[src/rtl/uart_tx_arbiter.sv]
// ---------------------------------------------------------------------------
// uart_tx_arbiter
//
// Round-robin arbiter and byte sequencer that shares one UART transmitter
// among NUM_REQ byte-stream requesters. A grant is held for a whole burst,
// which ends on the requester's last flag or after MAX_BURST bytes. Each byte
// is launched with a one-cycle tx_en pulse. The next byte is not launched
// until the transmitter's busy flag has risen and fallen again.
//
// Optional feature (macro UART_ARB_TAG_EN): after every grant, a tag byte
// {4'hA, owner index} is launched before the first data byte. The tag does
// not count toward the burst length. When the macro is undefined, the TAG
// state is not built.
//
// Parameters:
//   NUM_REQ    number of requesters (2..16)
//   MAX_BURST  bytes per grant before forced release (1..255)
// Ports:
//   clk         single clock
//   rst_n       asynchronous active-low reset
//   req_valid   per-requester byte available
//   req_data    packed request bytes, requester i on [8*i +: 8]
//   req_last    per-requester: current byte ends the burst
//   req_ready   per-requester byte accepted this cycle (combinational)
//   grant       one-hot current owner, registered, zero when idle
//   tx_en       one-cycle launch pulse to the transmitter, registered
//   tx_data     byte to transmit, held after the launch
//   tx_busy     transmitter busy flag
//   arb_active  a grant is held
// ---------------------------------------------------------------------------
module uart_tx_arbiter #(
    parameter int NUM_REQ   = 4,
    parameter int MAX_BURST = 16
) (
    input  logic                   clk,
    input  logic                   rst_n,
    input  logic [NUM_REQ-1:0]     req_valid,
    input  logic [8*NUM_REQ-1:0]   req_data,
    input  logic [NUM_REQ-1:0]     req_last,
    output logic [NUM_REQ-1:0]     req_ready,
    output logic [NUM_REQ-1:0]     grant,
    output logic                   tx_en,
    output logic [7:0]             tx_data,
    input  logic                   tx_busy,
    output logic                   arb_active
);

    localparam int IDX_W = $clog2(NUM_REQ);

    typedef enum logic [2:0] {
        S_IDLE,
        S_SEND,
        S_WAIT_HI,
        S_WAIT_LO
`ifdef UART_ARB_TAG_EN
        ,
        S_TAG
`endif
    } state_t;

    state_t             state_q, state_d;
    logic [NUM_REQ-1:0] grant_q, grant_d;
    logic [IDX_W-1:0]   g_q, g_d;
    logic [IDX_W-1:0]   ptr_q, ptr_d;
    logic [7:0]         burst_cnt_q, burst_cnt_d;
    logic               last_q, last_d;
    logic               tx_en_q, tx_en_d;
    logic [7:0]         tx_data_q, tx_data_d;

    logic               pick_found;
    logic [IDX_W-1:0]   pick_idx;
    logic [7:0]         cur_data;

    // The owner's byte, selected by its index.
    assign cur_data = req_data[{g_q, 3'b000} +: 8];

    // Round-robin pick: first valid index scanning from ptr+1 upward, with
    // wrap-around. The requester served last therefore has the lowest priority.
    always_comb begin
        logic [IDX_W-1:0] cand;
        pick_found = 1'b0;
        pick_idx   = '0;
        cand       = ptr_q;
        for (int k = 0; k < NUM_REQ; k++) begin
            cand = (cand == IDX_W'(NUM_REQ - 1)) ? '0 : IDX_W'(cand + 1'b1);
            if (!pick_found && req_valid[cand]) begin
                pick_found = 1'b1;
                pick_idx   = cand;
            end
        end
    end

    // Next-state and output logic.
    // NOTE: every signal driven here gets a default before the case statement.
    // A path that leaves one unassigned would infer a latch.
    always_comb begin
        state_d     = state_q;
        grant_d     = grant_q;
        g_d         = g_q;
        ptr_d       = ptr_q;
        burst_cnt_d = burst_cnt_q;
        last_d      = last_q;
        tx_en_d     = 1'b0;
        tx_data_d   = tx_data_q;
        req_ready   = '0;

        case (state_q)
            S_IDLE: begin
                if (pick_found) begin
                    grant_d           = '0;
                    grant_d[pick_idx] = 1'b1;
                    g_d               = pick_idx;
                    burst_cnt_d       = '0;
`ifdef UART_ARB_TAG_EN
                    state_d           = S_TAG;
`else
                    state_d           = S_SEND;
`endif
                end
            end

            S_SEND: begin
                // The owner may stall with req_valid low. The grant is kept
                // and there is no timeout.
                if (req_valid[g_q] && !tx_busy) begin
                    req_ready[g_q] = 1'b1;
                    tx_data_d      = cur_data;
                    tx_en_d        = 1'b1;
                    last_d         = req_last[g_q] ||
                                     (burst_cnt_q == 8'(MAX_BURST - 1));
                    burst_cnt_d    = burst_cnt_q + 8'd1;
                    state_d        = S_WAIT_HI;
                end
            end

`ifdef UART_ARB_TAG_EN
            S_TAG: begin
                // The tag byte is not taken from any requester. It does not
                // count toward the burst length and never ends the grant.
                if (!tx_busy) begin
                    tx_data_d = {4'hA, 4'(g_q)};
                    tx_en_d   = 1'b1;
                    last_d    = 1'b0;
                    state_d   = S_WAIT_HI;
                end
            end
`endif

            S_WAIT_HI: begin
                if (tx_busy) begin
                    state_d = S_WAIT_LO;
                end
            end

            S_WAIT_LO: begin
                if (!tx_busy) begin
                    if (last_q) begin
                        ptr_d   = g_q;
                        grant_d = '0;
                        state_d = S_IDLE;
                    end else begin
                        state_d = S_SEND;
                    end
                end
            end

            default: begin
                grant_d = '0;
                state_d = S_IDLE;
            end
        endcase
    end

    // NOTE: sequential state uses non-blocking assignments only. All
    // registers then update together, whatever order the processes run in.
    always_ff @(posedge clk or negedge rst_n) begin
        if (!rst_n) begin
            state_q     <= S_IDLE;
            grant_q     <= '0;
            g_q         <= '0;
            ptr_q       <= IDX_W'(NUM_REQ - 1);
            burst_cnt_q <= '0;
            last_q      <= 1'b0;
            tx_en_q     <= 1'b0;
            tx_data_q   <= 8'h00;
        end else begin
            state_q     <= state_d;
            grant_q     <= grant_d;
            g_q         <= g_d;
            ptr_q       <= ptr_d;
            burst_cnt_q <= burst_cnt_d;
            last_q      <= last_d;
            tx_en_q     <= tx_en_d;
            tx_data_q   <= tx_data_d;
        end
    end

    assign grant      = grant_q;
    assign tx_en      = tx_en_q;
    assign tx_data    = tx_data_q;
    assign arb_active = |grant_q;

endmodule

[config.mk]
export PLATFORM = sky130hd
export DESIGN_NAME = uart_tx_arbiter
export DESIGN_NICKNAME = d
export VERILOG_FILES = /design/src/rtl/uart_tx_arbiter.sv
export SDC_FILE = /design/constraint.sdc
export NUM_CORES = 1
export LEC_CHECK = 0
export ABC_AREA = 1
export BUFFER_PORTS_ARGS = -buffer_cell sky130_fd_sc_hd__buf_2
export CAP_MARGIN = 15
export CORE_MARGIN = 2
export CORE_UTILIZATION = 47
export CTS_BUF_LIST = sky130_fd_sc_hd__clkbuf_16
export CTS_CLUSTER_SIZE = 10
export DETAILED_ROUTE_END_ITERATION = 10
export PLACE_DENSITY = 0.74
export SLEW_MARGIN = 20
export SYNTH_ARGS = -nofsm -noshare
export SYNTH_HDL_FRONTEND = slang
export SYNTH_SLANG_ARGS = --single-unit
[constraint.sdc]
create_clock -name clk -period 1.9 [get_ports clk]
set_input_delay 0.38 -clock clk [delete_from_list [all_inputs] [get_ports clk]]
set_output_delay 0.38 -clock clk [all_outputs]
set_load 0.02 [all_outputs]
==> key figures, run 1 <==
Drt
  – Final wirelength: 6.53 mm
  – DR vias/cell: 5.65
  – Vias: 2,402
  – Drt drc: 0
  – DR pass1 iterations: 4
  – Iteration-0 DRC Markers: 218
  – Post-DRT Antenna Nets: 0
  – Wirelength per Cell: 15.4 um

Worst setup path
  – Reg-to-Reg End: burst_cnt_q[5]
  – Crit path DAT: 2.26 ns
  – Crit path cell chain: ha_4 > buf_4 > nor2_2 > nand2_1 > nand3_2 > nand2_4 > nand3_4 > nor2_4 > nand2_8 > nand2_8 > nand2_4 > o21ai_2
  – Crit path capture type: flip-flop
  – Setup Crit Path Kind: reg2reg
  – Crit path max fanout: 8
  – R2R depth: 12
  – Slowest cell on crit path: dfstp_2
  – R2R setup slack: -0.17 ns
  – Startpoint Class: flip-flop
  – Worst endpoint required time: 2.09 ns
  – Crit-path max cell delay: 0.57 ns
  – R2R Path Start: ptr_q[1]

Logic synthesis
  – Yosys top cell by area: dfrtp_1
  – Sequential area share after synthesis: 0.345
  – Yosys top cell area share: 0.319
  – Most common cell in the netlist: nand2_1
  – Netlist Area Pre-Place: 0.00204 mm^2
  – Post-synth EDFFs: 0
  – Syn_area_per_cell: 7.09 um^2
  – Flops & latches, synth: 28
  – Synth Flop Type: dfrtp_1
  – Ys async rst share: 1.00
  – Synth Warn #: 0
  – Post-Syn Nets: 337
  – Synth area leaders: dfrtp_1, nand2_1, nand3_1
  – Synthesized instance count: 288
  – Post-synth cell types: 36
  – Synth cell count leaders: nand2_1, nand3_1, dfrtp_1

Clock network
  – CTS Sinks: 28
  – CTS clk-pin slew, worst paths: 0.08 ns
  – CTS tree: yes
  – CTS HTree Levels: 1
  – CTS Hold Bufs: 0
  – TritonCTS Buffers: 3
  – Clock buffer depth: 2
  – Clock root buffer: clkbuf_16
  – Clk Latency, worst-skew pair: 0.27 ns

Pwr
  – Gate power share: 0.734
  – Lkg Pwr: 1.54 nW
  – Sequential power share: 0.161
  – Clock network fraction of total power: 0.105
  – Psw: 0.00315 W
  – Pwr per Cell Area: 2030 mW/mm^2
  – Internal cell power: 0.00298 W
  – Max IR drop VDD: 1010 uV
  – Switching Fraction: 0.514

Timing
  – Unrepaired setup endpoints after global routing: true
  – Slew headroom: 0.580
  – Fin crit period: 2.07 ns
  – Number of setup violations in the final report: 20
  – Final Skew: 0.00783 ns
  – Worst slew pin tran: 0.630 ns
  – Final hold slack: 0.118 ns
  – Fin. max-slew vios: 0
  – Max Fclk: 483 MHz
  – Post-route clock period utilization: 1.09
  – Final WS setup: -0.170 ns
  – Final-report hold violation count: 0

Floorplanning
  – Core box area: 0.00409 mm^2
  – Core Rows: 23
  – Die Width: 69.9 um
  – Full die area: 0.00489 mm^2
  – Starting Density: 0.499
  – Num ports: 61
  – Die Y: 69.9 um

Layout
  – Multi-input gate area: 0.00150 mm^2
  – Core Util, Final: 0.740
  – Ant diodes: 0
  – Register area: 704 um^2
  – Fill count: 304
  – Layout Cells excl Fill: 425
  – Share of cells above drive strength 1: 0.491
  – Fin nets: 425
  – P&R area growth vs syn: 48.2%

Outcome
  – Violated checks: negative setup slack
  – Outcome: finished, violations left

Global routing
  – First-pass GRT wire length: 9.11 mm
  – Vias in the first global route: 2,028
  – Remaining global-route overflow: 0
  – Initial antenna violation count: 0
  – Gr usage total: 0.230
  – Largest net degree at the start of global routing: 29

Place
  – Placed wire-length estimate: 3.84 mm
  – # placed instances: 402
  – PortBufs: 60
  – GP Congestion: 0.861

Min path
  – Hold WC Path Type: in2async

Run
  – Maxcap violations: 0
[metrics by stage]
| step | setup slack [ns] | instance area [um^2] | power (W) | TNS, ns |
|---|---|---|---|---|
| after floorplan | -0.0312 | 2060 | 0.00324 | -0.119 |
| after global placement | -0.00699 | 2450 | 0.00388 | -0.00699 |
| after detailed placement | -0.00969 | 2450 | 0.00393 | -0.0196 |
| after CTS | -0.140 | 2640 | 0.00478 | -0.504 |
| after global routing | -0.240 | 3020 | 0.00656 | -4.04 |
| final | -0.170 | 3020 | 0.00614 | -2.61 |
[critical path: cells and delay by family (launching register included)]
family | cells | cell delay (ns)
compound gates | 1 | 0.06
buf+inv | 1 | 0.12
fa+ha+maj | 1 | 0.18
flops | 1 | 0.57
simple gates | 9 | 1.06
[metal layers]
| metal | routed length (um) | GRT usage |
|---|---|---|
| met1 | 2640 | 0.298 |
| met2 | 3200 | 0.388 |
| met3 | 533 | 0.0332 |
| met4 | 162 | 0.0855 |
| met5 | 0 | 0 |
[cell usage in the layout (no fill, tap or decap), types with 4 or more instances in the layout]
cell      n
a21oi_1  12
buf_2    56
buf_4    25
buf_6     6
dfrtp_1  25
ha_1      5
inv_1    15
inv_2     7
nand2_1  65
nand2_2  27
nand2_4  11
nand2_8   4
nand3_1  29
nand3_2   7
nand3_4   4
nand4_1   4
nor2_1    9
nor2_4    5
o21ai_1  13
o21ai_2   8
or2_2     4
[power groups by stage]
stage / clock, W / sequential [W] / combinational, W
floorplan: 0 / 0.00108 / 0.00216
global placement: 0 / 0.000980 / 0.00290
detailed placement: 0 / 0.000990 / 0.00294
CTS: 0.000639 / 0.000976 / 0.00316
global route: 0.000674 / 0.00102 / 0.00486
finish: 0.000645 / 0.000989 / 0.00450
[worst max-delay path by stage]
| stage | start | end | slack (ns) | cells after the start |
|---|---|---|---|---|
| final | ptr_q[1] | burst_cnt_q[5] | -0.17 | 12 |
| after global routing | ptr_q[1] | grant[0] | -0.24 | 15 |
| after CTS | g_q[0] | req_ready[2] | -0.14 | 9 |
| after detailed placement | ptr_q[1] | burst_cnt_q[3] | -0.01 | 12 |
| after global placement | g_q[0] | req_ready[2] | -0.007 | 7 |
| after floorplan | g_q[0] | req_ready[0] | -0.03 | 9 |
[flip-flops by register name (all words and copies together), names as in the netlist]
| signal | cells |
|---|---|
| ptr_q | 2 |
| last_q | 1 |
| grant | 4 |
| tx_en | 1 |
| state_q | 2 |
| tx_data | 8 |
| g_q | 2 |
| burst_cnt_q | 8 |
[cells by family after synthesis]
logic type | after synthesis | synth area share
compound gates | 43 | 0.118
xor+xnor | 2 | 0.00859
fa+ha+maj | 6 | 0.0368
buf+inv | 32 | 0.0711
flops | 28 | 0.345
simple gates | 177 | 0.421
[timing repair]
action | 4_1_cts | 5_1_grt
buffers inserted | 3 | 14
gates cloned | 1 | 1
pin swaps | 5 | 26
gates resized for setup | 13 | 73
setup endpoints to repair | 14 | 20
[cell type report]
| class | count | area share |
|---|---|---|
| tap | 50 | 0.0207 |
| clock inverter | 1 | 0.00993 |
| multi-input combinational | 230 | 0.494 |
| sequential | 28 | 0.233 |
| clock buffer | 3 | 0.0248 |
| inverter | 25 | 0.0335 |
| timing repair buffer | 88 | 0.184 |
No activity file was read; power rests on OpenSTA's default activity.
==> inputs of run 2 (changes only) <==
--- a/config.mk
+++ b/config.mk
@@ -6,7 +6,7 @@
 export NUM_CORES = 1
 export LEC_CHECK = 0
 export ABC_AREA = 1
-export BUFFER_PORTS_ARGS = -buffer_cell sky130_fd_sc_hd__buf_2
+export BUFFER_PORTS_ARGS = -buffer_cell sky130_fd_sc_hd__clkbuf_2
 export CAP_MARGIN = 15
 export CORE_MARGIN = 2
 export CORE_UTILIZATION = 47
@@ -14,6 +14,7 @@
 export CTS_CLUSTER_SIZE = 10
 export DETAILED_ROUTE_END_ITERATION = 10
 export PLACE_DENSITY = 0.74
+export RECOVER_POWER = 25
 export SLEW_MARGIN = 20
 export SYNTH_ARGS = -nofsm -noshare
 export SYNTH_HDL_FRONTEND = slang
==> key figures, run 2 (synthesis results as in run 1) <==
Place
  – Post-Place Worst Slack: -0.0385 ns (-0.0288 ns)
  – Cell area after placement: 0.00246 mm^2 (+0.31%)
  – PortBufs: 60 (unchanged)
  – GP Congestion: 0.943 (+9.5%)
  – Placed wire-length estimate: 3.88 mm (+1.1%)

Global routing
  – First-pass GRT wire length: 9.49 mm (+4.2%)
  – Initial antenna violation count: 0 (unchanged)
  – Remaining global-route overflow: 0 (unchanged)
  – Gr usage total: 0.236 (+0.00655)
  – Vias in the first global route: 2,044 (+0.79%)
  – Largest net degree at the start of global routing: 29 (unchanged)

Worst setup path
  – Setup Crit Path Kind: reg2out
  – Crit path DAT: 1.68 ns (-0.58 ns)
  – R2R depth: 11 (-1)
  – Crit path max fanout: 6 (-2)
  – Crit path from: g_q[0]
  – Crit path capture type: output port
  – Startpoint Class: flip-flop
  – Worst endpoint required time: 1.52 ns (-0.57 ns)
  – R2R Path Start: ptr_q[1]

Drt
  – Post-DRT Antenna Nets: 0 (unchanged)
  – Vias: 2,335 (-2.8%)
  – Iteration-0 DRC Markers: 195 (-11%)
  – Drt drc: 0 (unchanged)
  – Final wirelength: 6.15 mm (-6.0%)
  – DR pass1 iterations: 5 (+1)
  – DR vias/cell: 5.47 (-3.2%)
  – Wirelength per Cell: 14.4 um (-6.4%)

Min path
  – Hold Crit Start: req_data[20]
  – Hold depth: 3
  – Hold WC Path Type: in2reg

Clock network
  – Clock root buffer: clkbuf_16
  – CTS clk-pin slew, worst paths: 0.08 ns (about the same)
  – CTS tree: yes
  – CTS HTree Levels: 1 (unchanged)
  – Clock buffer depth: 2 (unchanged)
  – TritonCTS Buffers: 3 (unchanged)
  – CTS Sinks: 28 (unchanged)
  – Clk Latency, worst-skew pair: 0.27 ns (about the same)

Pwr
  – Pwr per Cell Area: 1920 mW/mm^2 (-5.2%)
  – Lkg Pwr: 1.52 nW (-1.5%)
  – Max IR drop VDD: 927 uV (-8.6%)

Timing
  – Worst slew pin tran: 1.56 ns (+0.934 ns)
  – Max Fclk: 484 MHz (+0.26%)
  – Slew headroom: -0.0431 (-0.623)
  – Final WS setup: -0.165 ns (+0.00539 ns)
  – Fin. max-slew vios: 29 (+29)
  – Number of setup violations in the final report: 20 (unchanged)
  – Final setup TNS: -1.45 ns (+1.16 ns)
  – Unrepaired setup endpoints after global routing: true
  – Final-report hold violation count: 0 (unchanged)
  – Post-route clock period utilization: 1.09 (-0.00284)
  – Final Skew: 0.00936 ns (+0.00154 ns)
  – Fin crit period: 2.06 ns (-0.00539 ns)

Outcome
  – Violated checks: max-capacitance violations, max-slew violations, negative setup slack
  – Outcome: finished, violations left

Layout
  – Most frequent cells in the layout: nand2_1, clkbuf_2, nand3_1
  – Finished Cell Area: 0.00292 mm^2 (-3.4%)
  – P&R area growth vs syn: 43.2%
  – Fin nets: 427 (+0.47%)
  – Fill count: 310 (+2.0%)
  – Commonest non-fill, non-tap cell in the layout: nand2_1
  – Register area: 704 um^2 (unchanged)
  – Share of cells above drive strength 1: 0.451 (-0.0397)
  – Ant diodes: 0 (unchanged)
  – Multi-input gate area: 0.00139 mm^2 (-6.8%)

Floorplanning
  – Num ports: 61 (unchanged)
  – Full die area: 0.00489 mm^2 (unchanged)
  – Die Y: 69.9 um (unchanged)
  – Core Rows: 23 (unchanged)
  – Die Width: 69.9 um (unchanged)
  – Starting Density: 0.499 (unchanged)
  – Core box area: 0.00409 mm^2 (unchanged)

Run
  – Maxcap violations: 1 (+1)
[run 2: changes by cell type in the layout (fill, tap and decap cells not counted), moves of 2 or more]
cell / change
nand3_1: +7
buf_4: +3
inv_2: +2
clkbuf_2: +55
buf_2: -56
nand3_2: -6
nand2_1: +6
nor3_2: -2
nand2_4: -3
nand2_8: -2
o21ai_2: -2
[run 2: through the flow]
stage | std cells | utilization | hold slack, ns | total power, W
2_1_floorplan | 288 | - | 0.0844 | 0.00324
3_3_place_gp | 403 | 0.602 | 0.454 | 0.00391
3_5_place_dp | 403 | 0.602 | 0.465 | 0.00397
4_1_cts | 415 | 0.664 | 0.179 | 0.00494
5_1_grt | 427 | 0.715 | 0.410 | 0.00604
6_report | 427 | 0.715 | 0.385 | 0.00562
[run 2: worst paths after layout]
check / to / slack [ns]
setup / recovery: req_ready[2] / -0.16
hold / removal: tx_data[4] / 0.39
setup reg to reg: state_q[1] / -0.08
hold reg to reg: tx_data[2] / 0.50
max in group asynchronous: g_q[0] / 0.39
min in group asynchronous: state_q[1] / 0.49
[run 2: metal layers]
metal	track usage	up-vias	routed length (um)	part of all wire
li1	-	1133	-	-
met1	0.327	1061	2510	0.41
met2	0.394	119	2960	0.48
met3	0.0274	22	432	0.070
met4	0.0620	0	242	0.039
met5	0	-	0	0
[run 2: critical path: stages, from the launching register on]
cell	delay, ns
dfrtp_2	0.48
buf_6	0.15
nor2_4	0.10
nand2_2	0.05
nand2_2	0.06
o21ai_2	0.07
nor2_2	0.13
inv_2	0.10
nor3_4	0.13
buf_6	0.14
[run 2: final cells by class]
type / instances / area share
clock buffer: 3 / 0.0257
inverter: 25 / 0.0338
sequential: 28 / 0.241
clock inverter: 1 / 0.0103
timing repair buffer: 90 / 0.191
tap: 50 / 0.0214
multi-input combinational: 230 / 0.477
[run 2: power breakdown]
group / switching, W / internal, W
Combinational: 0.00244 / 0.00154
Clock: 0.000218 / 0.000420
Sequential: 0.000187 / 0.000810
Total: 0.00285 / 0.00277
[run 2: repair_timing]
item / in CTS / in global routing
cloned: 1 / 1
hold buffers: 0 / 0
gates resized for setup: 23 / 45
setup endpoints to repair: 17 / 20
buffers inserted: 8 / 12
pin swaps: 11 / 28
==> inputs of run 3 (changes only) <==
--- a/config.mk
+++ b/config.mk
@@ -8,8 +8,10 @@
 export ABC_AREA = 1
 export BUFFER_PORTS_ARGS = -buffer_cell sky130_fd_sc_hd__clkbuf_2
 export CAP_MARGIN = 15
+export CELL_PAD_IN_SITES_DETAIL_PLACEMENT = 0
+export CELL_PAD_IN_SITES_GLOBAL_PLACEMENT = 1
 export CORE_MARGIN = 2
-export CORE_UTILIZATION = 47
+export CORE_UTILIZATION = 33
 export CTS_BUF_LIST = sky130_fd_sc_hd__clkbuf_16
 export CTS_CLUSTER_SIZE = 10
 export DETAILED_ROUTE_END_ITERATION = 10
==> key figures, run 3 (synthesis results as in run 1) <==
Outcome
  – Outcome: finished, violations left
  – Violated checks: max-capacitance violations, max-slew violations, negative setup slack

Pwr
  – Lkg Pwr: 1.53 nW (+0.97%)
  – Max IR drop VDD: 664 uV (-28%)
  – Pwr per Cell Area: 1930 mW/mm^2 (+0.24%)

Worst setup path
  – Crit path cell chain: nor2_4 > inv_2 > o22ai_2 > o21ai_2 > nor2_2 > inv_2 > nor3_2 > buf_4
  – Worst endpoint required time: 1.52 ns (about the same)
  – Crit path max fanout: 6 (unchanged)
  – Crit path DAT: 1.62 ns (-0.06 ns)
  – R2R depth: 11 (unchanged)
  – Startpoint Class: flip-flop
  – Setup Crit Path Kind: reg2out
  – R2R setup slack: -0.05 ns (+0.03 ns)
  – Reg-to-Reg End: state_q[0]
  – Most frequent CP cell: inv_2
  – Crit path capture type: output port
  – Crit-path max cell delay: 0.49 ns (about the same)
  – R2R Path Start: ptr_q[1]
  – Slowest cell on crit path: dfrtp_2

Drt
  – Final wirelength: 5.79 mm (-5.7%)
  – DR vias/cell: 4.75 (-13%)
  – Wirelength per Cell: 12.7 um (-12%)
  – DR pass1 iterations: 5 (unchanged)
  – Drt drc: 0 (unchanged)
  – Vias: 2,165 (-7.3%)
  – Post-DRT Antenna Nets: 0 (unchanged)
  – Iteration-0 DRC Markers: 57 (-71%)

Timing
  – Final Skew: 0.00391 ns (-0.00546 ns)
  – Fin. max-slew vios: 29 (unchanged)
  – Fin crit period: 2.00 ns (-0.0600 ns)
  – Post-route clock period utilization: 1.06 (-0.0316)
  – Max Fclk: 499 MHz (+3.0%)
  – Worst slew pin tran: 1.58 ns (+0.0178 ns)
  – Final setup TNS: -0.747 ns (+0.708 ns)
  – Slew headroom: -0.0550 (-0.0119)
  – Number of setup violations in the final report: 17 (-15%)
  – Unrepaired setup endpoints after global routing: true
  – Final-report hold violation count: 0 (unchanged)
  – Final WS setup: -0.105 ns (+0.0600 ns)

Clock network
  – Clock buffer depth: 2 (unchanged)
  – CTS tree: yes
  – CTS clk-pin slew, worst paths: 0.07 ns (about the same)
  – TritonCTS Buffers: 3 (unchanged)
  – Clk Latency, worst-skew pair: 0.26 ns (about the same)
  – Clock root buffer: clkbuf_16
  – CTS Sinks: 28 (unchanged)
  – CTS HTree Levels: 1 (unchanged)

Place
  – Post-Place Worst Slack: -0.00936 ns (+0.0291 ns)
  – PortBufs: 60 (unchanged)
  – Cell area after placement: 0.00256 mm^2 (+3.9%)
  – GP Congestion: 0.802 (-15%)
  – Placed wire-length estimate: 4.23 mm (+9.1%)

Floorplanning
  – Core box area: 0.00596 mm^2 (+46%)
  – Die Width: 82.6 um (+18%)
  – Starting Density: 0.343 (-0.157)
  – Num ports: 61 (unchanged)
  – Core Rows: 28 (+22%)
  – Full die area: 0.00683 mm^2 (+40%)
  – Die Y: 82.6 um (+18%)

Layout
  – Finished Cell Area: 0.00301 mm^2 (+3.1%)
  – Commonest non-fill, non-tap cell in the layout: nand2_1
  – Fin nets: 431 (+0.94%)
  – Ant diodes: 0 (unchanged)
  – Core Util, Final: 0.506 (-0.209)
  – Share of cells above drive strength 1: 0.459 (+0.00839)
  – P&R area growth vs syn: 47.6%
  – Most frequent cells in the layout: nand2_1, clkbuf_2, buf_4
  – Fill count: 594 (+92%)

Global routing
  – Initial antenna violation count: 0 (unchanged)
  – First-pass GRT wire length: 9.55 mm (+0.58%)
  – Largest net degree at the start of global routing: 29 (unchanged)
  – Vias in the first global route: 2,084 (+2.0%)
  – Remaining global-route overflow: 0 (unchanged)
  – Gr usage total: 0.179 (-0.0578)

Min path
  – Hold depth: 3 (unchanged)
  – Hold Crit Start: req_data[16]
  – Hold WC Path Type: in2reg
  – Hold Crit Endpoint: tx_data[0]

Run
  – Maxcap violations: 1 (unchanged)
-- run 3: final cells by class --
class	instances	area [um^2]	share of cell area
repair buffers	95	614	0.204
multi-input cells	229	1420	0.471
clock inverters	1	3.75	0.00125
inverters	25	101	0.0336
well taps	75	93.8	0.0311
clock buffers	3	75.1	0.0249
flip-flops and latches	28	706	0.234
-- run 3: metrics by stage --
stage / total power (W) / cells / hold WS, ns
after floorplan: 0.00324 / 288 / 0.0844
after global placement: 0.00421 / 435 / 0.473
after detailed placement: 0.00423 / 435 / 0.482
after CTS: 0.00507 / 446 / 0.201
after global routing: 0.00632 / 456 / 0.403
final: 0.00581 / 456 / 0.389
-- run 3: worst max-delay path by stage --
stage,end,from,slack (ns)
floorplan,req_ready[0],g_q[0],-0.03
global placement,grant[0],ptr_q[0],-0.03
detailed placement,burst_cnt_q[1],ptr_q[0],-0.009
CTS,req_ready[2],g_q[1],-0.17
global route,req_ready[2],g_q[0],-0.20
finish,req_ready[2],g_q[0],-0.10
-- run 3: routing by layer --
metal / up-vias / routed length [um] / track usage
li1: 1141 / - / -
met1: 968 / 2790 / 0.257
met2: 52 / 2710 / 0.287
met3: 4 / 271 / 0.0272
met4: 0 / 29 / 0.0295
met5: - / 0 / 0
-- run 3: worst max-delay path, delay by kind of cell (launching register included) --
kind	cells	cell delay, ns
AND/OR/NAND/NOR	3	0.33
flip-flops	1	0.49
AO/OA/AOI/OAI	2	0.24
buffers and inverters	3	0.28
-- run 3: what timing repair did --
action / CTS / global route
resized for setup: 17 / 51
hold buffers: 0 / 0
pin swaps: 4 / 23
setup buffers: 6 / 11
gates cloned: 1 / 0
setup endpoints to repair: 14 / 20
-- run 3: power breakdown --
part	leakage [nW]	switching, W	total (W)	internal [W]
clock	0.0385	0.000212	0.000494	0.000283
combinational	1.13	0.00246	0.00432	0.00186
sequential	0.361	0.000187	0.000999	0.000812
total	1.53	0.00285	0.00581	0.00296
